[src/rtl/rf_ctrl_pkg.sv]
// Shared definitions for the register-file transfer sequencer: opcodes,
// register function encodings, sequencer states and the S4 scratch index.
package rf_ctrl_pkg;

  localparam logic [2:0] OP_NOP  = 3'b000;
  localparam logic [2:0] OP_MOV  = 3'b001;
  localparam logic [2:0] OP_SWAP = 3'b010;
  localparam logic [2:0] OP_CLR  = 3'b011;
  localparam logic [2:0] OP_INC  = 3'b100;
  localparam logic [2:0] OP_DEC  = 3'b101;
  localparam logic [2:0] OP_LDI  = 3'b110;
  localparam logic [2:0] OP_ILL  = 3'b111;

  localparam logic [2:0] FUN_DEC  = 3'b000;
  localparam logic [2:0] FUN_INC  = 3'b001;
  localparam logic [2:0] FUN_LOAD = 3'b010;
  localparam logic [2:0] FUN_CLR  = 3'b011;

  localparam logic [2:0] IDX_S4 = 3'd7;

  typedef enum logic [1:0] {
    ST_IDLE  = 2'd0,
    ST_STEP1 = 2'd1,
    ST_STEP2 = 2'd2,
    ST_STEP3 = 2'd3
  } state_e;

  // SWAP borrows S4 as its temporary, so S4 itself can never be a SWAP operand.
  function automatic logic isIllegal(input logic [2:0] op, input logic [2:0] a,
                                     input logic [2:0] b);
    return (op == OP_ILL) || ((op == OP_SWAP) && ((a == IDX_S4) || (b == IDX_S4)));
  endfunction

endpackage

[src/rtl/rf_enable_decoder.sv]
// Turns a register index and write strobe into the active-low one-hot
// RegSel/ScrSel enables; everything stays high when no write is requested.
module rf_enable_decoder
  import rf_ctrl_pkg::*;
(
  input  logic [2:0] wrIdx_i,
  input  logic       wrEn_i,
  output logic [3:0] regSel_o,
  output logic [3:0] scrSel_o
);

  // Index bit 2 picks the scratch bank; within a bank index 0 maps to bit 3.
  always_comb begin
    regSel_o = 4'b1111;
    scrSel_o = 4'b1111;
    if (wrEn_i) begin
      if (wrIdx_i[2]) begin
        scrSel_o[~wrIdx_i[1:0]] = 1'b0;
      end else begin
        regSel_o[~wrIdx_i[1:0]] = 1'b0;
      end
    end
  end

endmodule

[src/rtl/rf_transfer_sequencer.sv]
// Accepts one transfer command per handshake and steps the register file
// through it, owning every write enable and the I-input mux select.
module rf_transfer_sequencer
  import rf_ctrl_pkg::*;
(
  input  logic       Clock,
  input  logic       Reset,
  input  logic       Req,
  input  logic [2:0] Op,
  input  logic [2:0] DstSel,
  input  logic [2:0] SrcSel,
  output logic       Ready,
  output logic       Done,
  output logic       Err,
  output logic [2:0] FunSel,
  output logic [3:0] RegSel,
  output logic [3:0] ScrSel,
  output logic [2:0] OutASel,
  output logic [2:0] OutBSel,
  output logic       ISrcSel
);

  state_e     state_q;
  logic [2:0] opcode_q;
  logic [2:0] dst_q;
  logic [2:0] src_q;
  logic       done_q;
  logic       err_q;

  logic       illegal;
  logic [2:0] wrIdx;
  logic       wrEn;

  assign illegal = isIllegal(opcode_q, dst_q, src_q);

  // Sequencer state plus the latched command; Done/Err pulse for the single
  // cycle following the final step, and a reset simply drops the command.
  always_ff @(posedge Clock or posedge Reset) begin
    if (Reset) begin
      state_q  <= ST_IDLE;
      opcode_q <= OP_NOP;
      dst_q    <= 3'd0;
      src_q    <= 3'd0;
      done_q   <= 1'b0;
      err_q    <= 1'b0;
    end else begin
      done_q <= 1'b0;
      err_q  <= 1'b0;
      case (state_q)
        ST_IDLE: begin
          if (Req) begin
            opcode_q <= Op;
            dst_q    <= DstSel;
            src_q    <= SrcSel;
            state_q  <= ST_STEP1;
          end
        end
        ST_STEP1: begin
          if ((opcode_q == OP_SWAP) && !illegal) begin
            state_q <= ST_STEP2;
          end else begin
            state_q <= ST_IDLE;
            done_q  <= 1'b1;
            err_q   <= illegal;
          end
        end
        ST_STEP2: begin
          state_q <= ST_STEP3;
        end
        ST_STEP3: begin
          state_q <= ST_IDLE;
          done_q  <= 1'b1;
        end
        default: begin
          state_q <= ST_IDLE;
        end
      endcase
    end
  end

  // Per-step decode of the latched command into register-file controls.
  always_comb begin
    FunSel  = FUN_LOAD;
    OutASel = 3'd0;
    ISrcSel = 1'b0;
    wrIdx   = 3'd0;
    wrEn    = 1'b0;
    case (state_q)
      ST_STEP1: begin
        case (opcode_q)
          OP_MOV: begin
            OutASel = src_q;
            ISrcSel = 1'b1;
            wrIdx   = dst_q;
            wrEn    = 1'b1;
          end
          OP_SWAP: begin
            if (!illegal) begin
              OutASel = dst_q;
              ISrcSel = 1'b1;
              wrIdx   = IDX_S4;
              wrEn    = 1'b1;
            end
          end
          OP_CLR: begin
            FunSel = FUN_CLR;
            wrIdx  = dst_q;
            wrEn   = 1'b1;
          end
          OP_INC: begin
            FunSel = FUN_INC;
            wrIdx  = dst_q;
            wrEn   = 1'b1;
          end
          OP_DEC: begin
            FunSel = FUN_DEC;
            wrIdx  = dst_q;
            wrEn   = 1'b1;
          end
          OP_LDI: begin
            wrIdx = dst_q;
            wrEn  = 1'b1;
          end
          default: begin
            wrEn = 1'b0;
          end
        endcase
      end
      ST_STEP2: begin
        OutASel = src_q;
        ISrcSel = 1'b1;
        wrIdx   = dst_q;
        wrEn    = 1'b1;
      end
      ST_STEP3: begin
        OutASel = IDX_S4;
        ISrcSel = 1'b1;
        wrIdx   = src_q;
        wrEn    = 1'b1;
      end
      default: begin
        wrEn = 1'b0;
      end
    endcase
  end

  rf_enable_decoder u_enableDecoder (
    .wrIdx_i  (wrIdx),
    .wrEn_i   (wrEn),
    .regSel_o (RegSel),
    .scrSel_o (ScrSel)
  );

  assign Ready   = (state_q == ST_IDLE);
  assign Done    = done_q;
  assign Err     = err_q;
  assign OutBSel = (state_q == ST_IDLE) ? 3'd0 : src_q;

endmodule

[config.mk]
export PLATFORM = sky130hd
export DESIGN_NAME = rf_transfer_sequencer
export DESIGN_NICKNAME = d
export VERILOG_FILES = /design/src/rtl/rf_ctrl_pkg.sv /design/src/rtl/rf_enable_decoder.sv /design/src/rtl/rf_transfer_sequencer.sv
export SDC_FILE = /design/constraint.sdc
export NUM_CORES = 1
export LEC_CHECK = 0
export BUFFER_PORTS_ARGS = -buffer_cell sky130_fd_sc_hd__buf_2
export CAP_MARGIN = 20
export CORE_MARGIN = 1.5
export CORE_UTILIZATION = 35
export CTS_CLUSTER_SIZE = 12
export DETAILED_ROUTE_END_ITERATION = 12
export PLACE_DENSITY = 0.66
export REMOVE_ABC_BUFFERS = 1
export SYNTH_ARGS = -nofsm -noshare
export SYNTH_HDL_FRONTEND = slang
export SYNTH_SLANG_ARGS = --single-unit
export TNS_END_PERCENT = 30
[constraint.sdc]
create_clock -name Clock -period 2.3 [get_ports Clock]
set_clock_uncertainty 0.1 [all_clocks]
set_input_delay 0.345 -clock Clock [delete_from_list [all_inputs] [get_ports Clock]]
set_output_delay 0.345 -clock Clock [all_outputs]
set_load 0.005 [all_outputs]
# Word level (Yosys, flattened, before mapping)
# Cells that the tools add are included.
# Widths: inputs -> output; s select.
[classes]
addsub = 0
n_mul = 0
div_mod_pow = 0
magnitude_cmp = 2
n_eq_ne = 13
shift = 0
n_mux = 27
bitwise_logic = 2
reduce_logical = 10
[ops]
columns = ["cell", "n"]
rows = [
  ["$eq 3x3->1 const B", 6],
  ["$pmux 3 s3", 2],
  ["$mux 4", 4],
  ["$pmux 3 s2", 2],
  ["$pmux 1 s2", 5],
  ["$mux 3", 3],
  ["$pmux 2 s4", 1],
  ["$eq 3x2->1 const B", 2],
  ["$mux 2", 3],
  ["$pmux 2 s3", 1],
  ["$mux 1", 5],
  ["$reduce_or 5->1", 1],
  ["$eq 2x2->1 const B", 2],
  ["$not 4->4", 1],
  ["$eq 3x1->1 const B", 1],
  ["$logic_and 1x1->1", 3],
  ["$lt 2x3->1 const B", 1],
  ["$demux 1 s2", 1],
  ["$eq 2x1->1 const B", 1],
  ["$ge 2x1->1 const B", 1],
  ["$logic_not 2->1", 1],
  ["$logic_or 1x1->1", 2],
  ["$ne 2x2->1 const B", 1],
  ["$not 2->2", 1],
  ["3 further kinds", 3],
]
[totals]
register_bits = 13
latch_bits = 0
ramBits = 0
romBits = 0
input_bits = 12
out_inout_bits = 21
elab_cells = 60
n_memories = 0

# Depth between registers and ports, before layout
# Gate-level depths: netlist of run 1.
[depth]
word_depth = 15
mapped_depth = 6
mapped_depth_nobuf = 4

# Cells and area by module
# Synthesis of run 1 repeated with hierarchy kept, for this count alone.
[hier_totals]
hier_cells = 97
hier_area_um2 = 968.4
[by_module_without_submodules]
columns = ["mod", "n_inst", "cells_per_inst", "area_each_um2", "seq_area_each_um2"]
rows = [
  ["rf_transfer_sequencer", 1, 89, 892.1, 325.3],
  ["rf_enable_decoder", 1, 8, 76.3, 0.0],
]

# Worst setup path before layout of run 1
# OpenSTA, ideal clock, no wires.
[synth_timing]
path_kind = "reg-to-output"
startpoint = "register opcode_q[2]"
endpoint = "output RegSel[0]"
arrival_time_ns = 1.468
required_ns = 1.855
setup_slack_ns = 0.387
stages_incl_launch_ff = 7
path_buffers = 2
cell_sequence = "dfrtp_1 > buf_6 > or2_1 > and3_1 > buf_6 > a221o_2 > nand4_1"
[synth_via]
elab_chain_cells = 14
word_cells_on_any_way = 25
cone_classes = "order compare (2); eq/ne (7); mux (10); bitwise (2); reduce/logical (4)"
[synth_lines]
columns = ["element", "line_no", "source"]
rows = [
  ["from (decl)", "rf_transfer_sequencer.sv:24", "logic [2:0] opcode_q;"],
  ["from (signal assigned)", "rf_transfer_sequencer.sv:52", "opcode_q <= Op;"],
  ["$eq 3x2->1", "rf_ctrl_pkg.sv:31, rf_transfer_sequencer.sv:90", ""],
  ["$logic_and 1x1->1", "rf_ctrl_pkg.sv:31", "return (op == OP_ILL) || ((op == OP_SWAP) && ((a == IDX_S4) || (b == IDX_S4)));"],
  ["$logic_or 1x1->1", "rf_ctrl_pkg.sv:31", ""],
  ["$mux 3", "rf_transfer_sequencer.sv:98", "if (!illegal) begin"],
  ["$pmux 3 s2", "rf_transfer_sequencer.sv:90", "case (opcode_q)"],
  ["$pmux 3 s3", "rf_transfer_sequencer.sv:88", "case (state_q)"],
  ["$not 2->2", "rf_enable_decoder.sv:20", "regSel_o[~wrIdx_i[1:0]] = 1'b0;"],
  ["$lt 2x3->1 (implied by the code) or $ge 2x1->1 (tied branches)", "rf_enable_decoder.sv:20", ""],
  ["$logic_and 1x1->1 (implied by the code)", "rf_enable_decoder.sv:20", ""],
  ["$mux 1 (implied by the code)", "rf_enable_decoder.sv:20", ""],
  ["$demux 1 s2", "--", ""],
  ["$not 4->4 (no source line)", "--", ""],
  ["$mux 4", "rf_enable_decoder.sv:17", "if (wrIdx_i[2]) begin"],
  ["$mux 4 (*)", "rf_enable_decoder.sv:16", "if (wrEn_i) begin"],
  ["to (decl)", "rf_transfer_sequencer.sv:16", "output logic [3:0] RegSel,"],
]
# Mark *: on every way between the ends. The rest lies on a longest branch, timed or not.

# Worst setup path after layout of run 1
[layout_timing]
startpoint = "register opcode_q[2]"
endpoint = "output RegSel[2]"
# The elaborated chain is that of the path after synthesis.

==> impl_results.md, run 1 <==
- Full die area: approximately 0.0029 mm^2
- Setup TNS: 0 ns
- Critical path data required time: 1.86 ns
- Routed Antenna Nets: 0
- Htree depth: 1
- Max Transition Viols Final: 0
- Gr usage total: between 15 and 20%
- Diodes inserted: 0
- Layout cell share with drive strength beyond 1: approximately half
- CTS max path bufs: 2
- Synth-to-Final Area Change: 32.4%
- Synth top area cells: dfrtp_1 37%, mux2_2 11%, o21ai_0 5.1%
- Max stage delay on crit path: 0.46 ns
- Initial DRC Count: 23
- Mapped Area: about 890 um^2
- Synth unique cells: 27
- Setup CP Type: flip-flop to output pin
- WL final: approximately 2.1 mm
- CTS tree: done
- Hold Path Class: input pin to flip-flop
- Synth Register Bits: 13
- Final min period: 2.23 ns
- Critical path arrival: ~1.8 ns
- First-pass GRT wire length: 3.25 mm
- Worst setup EP type: output pin
- Post-synth top flop: dfrtp_1
- Ys async rst share: 100%
- Nets@finish: between 100 and 150
- Die H: around 53 um
- Vias: ~860
- Number of cell rows: 18
- Port buffer count: 31
- RSZ-0062 raised after global routing: true
- Hold Fails Final Rpt: 0
- Sequential area share after synthesis: 36.5%
- Vias in the first global route: 751
- Initial antenna violation count: 0
- GP Congestion: approximately 0.86
- Root Buffer: clkbuf_4
- # clock sinks: 13
- Vias per inst: around 5.3
- IO Pins: 33
- Leakage: 0.000510 uW
- Hpwl dp: approximately 1.5 mm
- Share of the synthesized area in the top cell type: approximately 37%
- Critical path's slowest cell: dfrtp_2
- FMAX: approximately 0.45 GHz
- Clk_lat worst skew: 0.29 ns
- Max Cap Viol: 0
- PD cells: about 1400 mW/mm^2
- Run status: finished, final reports clean
- Core area: 0.00243 mm^2
- Final Cell Area: 0.00118 mm^2
- DRC Markers: 0
- CP Launch Type: flip-flop
- Final cell count without fillers: about 160
- First-pass DRT Iterations: 4
- Clock-pin slew on the worst setup and hold paths: approximately 0.08 ns
- Critical Path Fanout Max: 8
- Avg Inst Size Synth: between 9 and 10 um^2
- Critical path, cell by cell: or2_1 -> and3_4 -> a221oi_4 -> nand4_1 -> buf_2
- Die Width: between 50 and 60 um
- VDD IR max: just under 0.8 mV
- Grt total ovfl: 0
- Post-DP Area: around 0.0011 mm^2
- Top cells by count, synth: 13 x dfrtp_1, 10 x nor2_1, 9 x mux2_2, 9 x o21ai_0, 7 x nand3_1
- Starting Density: 36.6%
- EDFF count, synth: 0
- Pin count of the biggest net entering global routing: 14
- Period utilisation layout: between 90% and 100%
- Synth warnings: 0
- Top-count cell post-synth: dfrtp_1
- Final Setup Violations: 0
- Drt wl/cell: between 10 and 15 um
- Placed insts: between 150 and 200
- CTS buffer count: 3
- Yosys top cell by area: dfrtp_1
- Synth Instances: 96
## layout make-up
type                    count  area (um^2)
fillers                   246         1250
multi-input cells          72          541
flip-flops and latches     13          330
repair buffers             41          233
well taps                  30         37.5
clock buffers               3         22.5
inverters                   3         11.3
clock inverters             1         5.00
## cells in the final DEF, fill, tap and decap left out
cell type,Yosys,final
buf_4,1,9
nor3_1,1,1
nand4_1,4,4
nor2_1,10,10
clkbuf_4,0,3
conb_1,1,1
a221oi_4,0,3
o21ai_0,9,9
and3_4,0,1
and2_1,1,1
a221o_2,3,3
a22oi_1,3,3
mux2i_1,3,3
and4_4,0,1
dlygate4sd3_1,0,1
o31ai_2,0,1
dfrtp_1,13,9
nor2b_1,4,4
mux2_2,9,9
clkinv_2,0,1
or2_1,1,1
nand3_1,7,7
buf_2,3,31
nand2_1,4,4
dfrtp_2,0,4
inv_1,3,3
nor3b_1,1,1
a21oi_1,4,4
nand3b_1,1,1
## critical path: cells and delay by family (launching register included)
family,cells,cell delay [ns]
AOI/OAI and AO/OA,1,0.32
and+or+nand+nor,3,0.57
DFF,1,0.46
buffers and inverters,1,0.15
## layer usage
layer | track usage (%) | share of wire, % | vias up | wire (um)
met1 | 20.3 | 44 | 395 | 926
met2 | 25.1 | 47 | 29 | 987
li1 | - | - | 429 | -
met3 | 5.65 | 6.7 | 4 | 139
met4 | 5.56 | 1.3 | 0 | 28
met5 | 0 | 0 | - | 0
## per-stage QoR
step                setup WS, ns  util, %  hold WS (ns)  power (uW)
global placement           0.301     43.6         0.288        1360
global route             -0.0201     48.5         0.190        1840
detailed placement         0.244     43.6         0.296        1380
floorplan                  0.159        -         0.122        1050
finish                    0.0681     48.5         0.181        1710
CTS                       0.0307     46.9         0.179        1630
## repair_timing
action                                  4_1_cts  5_1_grt
endpoints found under the setup margin        8        8
setup buffers                                 0        4
pin swaps                                     1        3
gates resized for setup                       8        4
hold buffers                                  1        0
endpoints found under the hold margin        13        0
## sequential cells by signal (all words and copies together), names as in the netlist, named ones only
signal    cells
state_q       1
dst_q         3
src_q         3
Err           1
opcode_q      3
Done          1
## report_power, final
group	total, uW	switching (uW)	internal [uW]
Sequential	477	137	341
Clock	149	83.7	64.8
Combinational	1080	539	542
Total	1710	759	947
## logic make-up after synthesis
| group | count (synthesis) | synth area share [%] |
|---|---|---|
| flops | 13 | 36.5 |
| compound gates | 23 | 19.5 |
| buf+inv | 11 | 8.00 |
| other cells | 1 | 0.421 |
| simple gates | 36 | 20.8 |
| mux | 12 | 14.7 |
## final timing paths
path / from / end / slack, ns / depth (start not counted)
worst max-delay path: opcode_q[2] / RegSel[2] / 0.07 / 5
max in group asynchronous: Reset / src_q[0] / 1.23 / 3
worst max register to register: state_q[0] / src_q[2] / 0.39 / 4
worst min-delay path: SrcSel[1] / src_q[1] / 0.18 / 2
worst min register to register: opcode_q[0] / opcode_q[0] / 0.50 / 1
min in group asynchronous: Reset / Err / 0.51 / 3
(Power assumes the default switching activity.)
==> inputs of run 2 (changes only) <==
CTS_BUF_LIST = sky130_fd_sc_hd__clkbuf_8   (was unset)
==> run 2 against run 1 <==
  * Flip-flop and latch count unchanged
  * First-iteration DRC count decreased by 52%
  * Non-clock buffer count decreased by 4
  * Final area decreased by 1.4%
  * Combinational power decreased by 5%
  * Setup slack improved by 0.016 ns
  * Cell count decreased by 2.5%
  * Critical path depth unchanged
  * Clock power increased by 38%
  * Count of clock-buffer cells in the layout unchanged
  * Critical path type unchanged
==> impl_results.md, run 2 (synthesis results as in run 1) <==
- Run status: finished, final reports clean
- CTS buffer count: 3 (unchanged)
- Starting Density: 36.6% (unchanged)
- PD cells: 1480 mW/mm^2 (+2.1%)
- Die H: 53.5 um (unchanged)
- # clock sinks: 13 (unchanged)
- CTS tree: done
- Max Cap Viol: 0 (unchanged)
- Layout cell share with drive strength beyond 1: 47.3% (-2.3 points)
- Full die area: 0.00286 mm^2 (unchanged)
- Leakage: 0.000501 uW (-1.7%)
- Setup CP Type: flip-flop to output pin
- WL final: 2.04 mm (-2.1%)
- Clk_lat worst skew: 0.25 ns (-0.04 ns)
- Actual slew at the worst max-slew pin: ~0.5 ns
- Storage element area: 328 um^2 (-0.76%)
- CP Launch Type: flip-flop
- First-pass DRT Iterations: 4 (unchanged)
- Clock-pin slew on the worst setup and hold paths: 0.06 ns (-0.02 ns)
- Initial DRC Count: 11 (-52%)
- Core area: 0.00243 mm^2 (unchanged)
- Multi-input gate area: 541 um^2 (unchanged)
- Leading cell type in the layout, fill and taps excluded: buf_2
- Pin count of the biggest net entering global routing: 14 (unchanged)
- DRC Markers: 0 (unchanged)
- Htree depth: 1 (unchanged)
- Placed insts: 154 (unchanged)
- IO Pins: 33 (unchanged)
- Hold Fails Final Rpt: 0 (unchanged)
- First-pass GRT wire length: 3.20 mm (-1.5%)
- Critical path arrival: 1.77 ns (-0.02 ns)
- Initial antenna violation count: 0 (unchanged)
- Nets@finish: 142 (-2.7%)
- Port buffer count: 31 (unchanged)
- FMAX: 0.451 GHz (+0.72%)
- Die Width: 53.5 um (unchanged)
- Gr usage total: 15.8% (-0.30 points)
- Number of cell rows: 18 (unchanged)
- Vias in the first global route: 736 (-2.0%)
- Vias: 820 (-4.3%)
- VDD IR max: 0.738 mV (-6.0%)
- Diodes inserted: 0 (unchanged)
- Final Setup Violations: 0 (unchanged)
- Setup TNS: 0 ns (unchanged)
- GP Congestion: 0.856 (unchanged)
- Final Cell Area: 0.00116 mm^2 (-1.4%)
- Critical Path Fanout Max: 8 (unchanged)
- Top flop regs: dst_q x3, opcode_q x3, src_q x3
- Grt total ovfl: 0 (unchanged)
- Hpwl dp: 1.51 mm (unchanged)
- Vias per inst: 5.16 (-1.9%)
- CTS max path bufs: 2 (unchanged)
- Routed Antenna Nets: 0 (unchanged)
- Post-DP Area: 0.00106 mm^2 (unchanged)
- Final min period: 2.22 ns (-0.0160 ns)
- Drt wl/cell: 12.8 um (+0.35%)
- Root Buffer: clkbuf_8
- Relative slew slack: about 67%
- Max Transition Viols Final: 0 (unchanged)
- Most frequent cells in the layout: 31 x buf_2, 11 x dfrtp_1, 10 x nor2_1
- # hold bufs at CTS: 0 (-1)
- Synth-to-Final Area Change: 30.6%
- Final cell count without fillers: 159 (-2.5%)
- Fillers: 248 (+0.81%)
- Period utilisation layout: 96.3% (-0.70 points)
- Critical path data required time: 1.86 ns (about the same)
- RSZ-0062 raised after global routing: false
- Worst setup EP type: output pin
- Hold Path Class: input pin to asynchronous set/reset pin
run 2: cell types whose count changed in the layout (fill, tap and decap cells not counted):
cell,change
clkbuf_8,+3
dfrtp_2,-2
buf_4,-3
clkbuf_4,-3
dfrtp_1,+2
dlygate4sd3_1,-1
run 2: critical path, stage by stage, from the launching register on:
cell	delay (ns)
dfrtp_2	0.45
or2_1	0.27
and3_4	0.22
a221oi_4	0.32
nand4_1	0.12
buf_2	0.15
run 2: layer usage:
layer | up-vias | track usage [%] | wire length (um)
met5 | - | 0 | 0
met4 | 0 | 4.27 | 14
met3 | 2 | 5.65 | 120
met2 | 21 | 24.5 | 957
met1 | 379 | 20.5 | 944
li1 | 418 | - | -
run 2: worst paths after layout:
check                            start          end  depth (start not counted)  slack [ns]
setup / recovery           opcode_q[2]    RegSel[2]                          5        0.08
hold / removal                   Reset          Err                          2        0.01
setup reg to reg            state_q[0]     src_q[2]                          4        0.40
hold reg to reg            opcode_q[0]  opcode_q[0]                          1        0.51
max in group asynchronous        Reset  opcode_q[0]                          2        1.72
min in group Clock                 Req   state_q[0]                          3        0.23
run 2: final cells by class:
| cell class | instances | area share [%] |
|---|---|---|
| clock buffer | 3 | 3.55 |
| multi-input combinational | 72 | 46.5 |
| tap | 30 | 3.23 |
| inverter | 3 | 0.968 |
| clock inverter | 1 | 0.430 |
| timing repair buffer | 37 | 17.2 |
| sequential | 13 | 28.2 |
run 2: power by group:
part           leakage, uW  internal [uW]  switching, uW
Clock            0.0000255            120           86.5
Combinational     0.000320            509            524
Sequential        0.000155            338            141
run 2: timing repair:
action,CTS,global route
pin swaps,1,2
endpoints found under the setup margin,5,8
resized for setup,6,4
setup buffers,0,1
run 2: per-stage QoR:
| step | total power (uW) | hold WS (ns) | setup slack (ns) | util [%] |
|---|---|---|---|---|
| 2_1_floorplan | 1050 | 0.122 | 0.159 | - |
| 3_3_place_gp | 1360 | 0.288 | 0.301 | 43.6 |
| 3_5_place_dp | 1380 | 0.296 | 0.244 | 43.6 |
| 4_1_cts | 1680 | 0.0285 | 0.00646 | 47.1 |
| 5_1_grt | 1860 | 0.0459 | 0.00110 | 47.8 |
| 6_report | 1720 | 0.0106 | 0.0841 | 47.8 |
==> inputs of run 3 (changes only) <==
PLACE_DENSITY = 0.68   (was 0.66)
clock period = 1.8 ns   (was 2.3 ns; I/O delays follow)
==> run 3 against run 2 <==
  * The run now ends with negative setup slack left
  * First-iteration DRC count rose by 18%
  * Utilization rose by 7.2 points
  * Clock power rose by 27%
  * Non-clock buffer count rose by 22
  * Highest routed layer unchanged
==> impl_results.md, run 3 (synthesis results as in run 1) <==
- CTS tree: done
- Hold Fails Final Rpt: 0 (unchanged)
- Max Transition Viols Final: 0 (unchanged)
- CP Launch Type: flip-flop
- Initial antenna violation count: 0 (unchanged)
- VDD IR max: 1.05 mV (+42%)
- Max stage delay on crit path: 0.40 ns (-0.05 ns)
- CTS buffer count: 3 (unchanged)
- Vias: 953 (+16%)
- Top Family by Delay on Critical Path: simple AND/OR/NAND/NOR gates
- IO Pins: 33 (unchanged)
- Worst setup EP type: output pin
- First-pass DRT Iterations: 4 (unchanged)
- Drt wl/cell: 13.4 um (+4.4%)
- Synth-to-Final Area Change: 50.1%
- Port buffer count: 31 (unchanged)
- Final Setup Violations: 12 (+12)
- FMAX: ~0.47 GHz
- Final worst setup slack: -0.320 ns (-0.404 ns)
- Max Cap Viol: 0 (unchanged)
- Hold Path Class: input pin to flip-flop
- Critical path, cell by cell: or2_1 -> and3_4 -> a221o_2 -> nand4_1 -> buf_2
- Critical path's slowest cell: dfrtp_1
- Diodes inserted: 0 (unchanged)
- Number of cell rows: 18 (unchanged)
- Grt total ovfl: 0 (unchanged)
- Core area: 0.00243 mm^2 (unchanged)
- Final Cell Area: 0.00134 mm^2 (+15%)
- Fillers: 240 (-3.2%)
- Final min period: between 2 and 2.5 ns
- Die Width: 53.5 um (unchanged)
- Pin count of the biggest net entering global routing: 14 (unchanged)
- GP Congestion: 0.778 (-9.1%)
- Starting Density: 36.6% (unchanged)
- WL final: 2.42 mm (+19%)
- First-pass GRT wire length: 3.87 mm (+21%)
- Setup CP Type: flip-flop to output pin
- DRC Markers: 0 (unchanged)
- Clk_lat worst skew: 0.25 ns (about the same)
- Full die area: 0.00286 mm^2 (unchanged)
- Root Buffer: clkbuf_8
- Critical path data required time: 1.43 ns (-0.43 ns)
- Top flop regs: dst_q x3, opcode_q x3, src_q x3
- Layout cell share with drive strength beyond 1: 53.6% (+6.4 points)
- Clock-pin slew on the worst setup and hold paths: 0.06 ns (about the same)
- Most frequent cells in the layout: 31 x buf_2, 27 x buf_4, 13 x dfrtp_1
- Run status: finished with violations
- Nets@finish: 164 (+15%)
- Leading cell type in the layout, fill and taps excluded: buf_2
- Setup TNS: -2.96 ns (-2.96 ns)
- Vias in the first global route: 913 (+24%)
- Hpwl dp: 1.81 mm (+20%)
- Storage element area: 325 um^2 (-0.76%)
- PD cells: 1940 mW/mm^2 (+31%)
- Routed Antenna Nets: 0 (unchanged)
- Failing checks: negative setup slack
- RSZ-0062 raised after global routing: true
- CTS max path bufs: 2 (unchanged)
- Critical Path Fanout Max: 6 (-2)
- # clock sinks: 13 (unchanged)
- Number of buffers and inverters on the critical path: 1 (unchanged)
- Gr usage total: 18.9% (+3.1 points)
- Vias per inst: 5.27 (+2.1%)
- Die H: 53.5 um (unchanged)
- Htree depth: 1 (unchanged)
- Leakage: 0.000612 uW (+22%)
- Actual slew at the worst max-slew pin: 0.517 ns (+0.0185 ns)
- Relative slew slack: 65.5% (-1.2 points)
- Hold slack final: 0.154 ns (+0.143 ns)
- Critical path arrival: 1.75 ns (-0.02 ns)
- Period utilisation layout: 118%
- Initial DRC Count: 13 (+2)
- Multi-input gate area: 551 um^2 (+1.9%)
- Post-DP Area: 0.00118 mm^2 (+11%)
-- run 3: cell count changes in the layout (fill, tap and decap cells not counted), sizes merged --
cell / before / now
buf: 37 / 58
inv: 3 / 4
clkinv: 1 / 0
dlygate4sd3: 0 / 1
-- run 3: area by class of cell --
class	instances	area share, %
inverters	3	0.842
flip-flops and latches	13	24.3
multi-input cells	72	41.2
clock buffers	3	3.09
repair buffers	59	27.5
well taps	30	2.81
clock inverters	1	0.281
-- run 3: worst register-to-register path: stages, from the launching register on --
cell and delay (ns):
dfrtp_1 0.40, buf_4 0.17, nor2_1 0.12, and2_1 0.38, mux2_2 0.39
-- run 3: per-stage QoR --
step / utilization, % / cells / worst slack, ns / total power, uW
5_1_grt: 55.0 / 181 / -0.360 / 2780
6_report: 55.0 / 181 / -0.320 / 2590
3_5_place_dp: 48.6 / 170 / -0.119 / 2040
4_1_cts: 53.2 / 176 / -0.297 / 2470
3_3_place_gp: 48.6 / 170 / -0.0333 / 1980
2_1_floorplan: - / 88 / -0.266 / 1340
-- run 3: power by group --
group | leakage [uW] | internal [uW] | switching [uW] | total (uW)
registers | 0.000157 | 427 | 87.1 | 514
clock network | 0.0000269 | 151 | 110 | 261
logic | 0.000428 | 935 | 877 | 1810
total | 0.000612 | 1510 | 1070 | 2590
-- run 3: worst paths after layout --
check | from | end | slack, ns | cells after the start
max | opcode_q[0] | RegSel[0] | -0.32 | 5
min | Op[0] | opcode_q[0] | 0.15 | 2
max reg2reg | flip-flop | src_q[1] | 0.12 | 4
min reg2reg | state_q[0] | state_q[0] | 0.48 | 2
max in group asynchronous | Reset | Err | 0.76 | 3
min in group asynchronous | Reset | src_q[2] | 0.50 | 3
-- run 3: what timing repair did --
action | in CTS | in global routing
resized for setup | 12 | 2
endpoints found under the setup margin | 12 | 12
setup buffers | 1 | 5
pin swaps | 3 | 5
hold endpoints to repair | 13 | 0
hold buffers | 1 | 0
-- run 3: metal layers --
layer | vias to the layer above | share of wire [%] | track usage [%]
li1 | 461 | - | -
met1 | 465 | 44 | 22.4
met2 | 22 | 52 | 33.1
met3 | 5 | 3.1 | 2.54
met4 | 0 | 1.7 | 8.97
met5 | - | 0 | 0
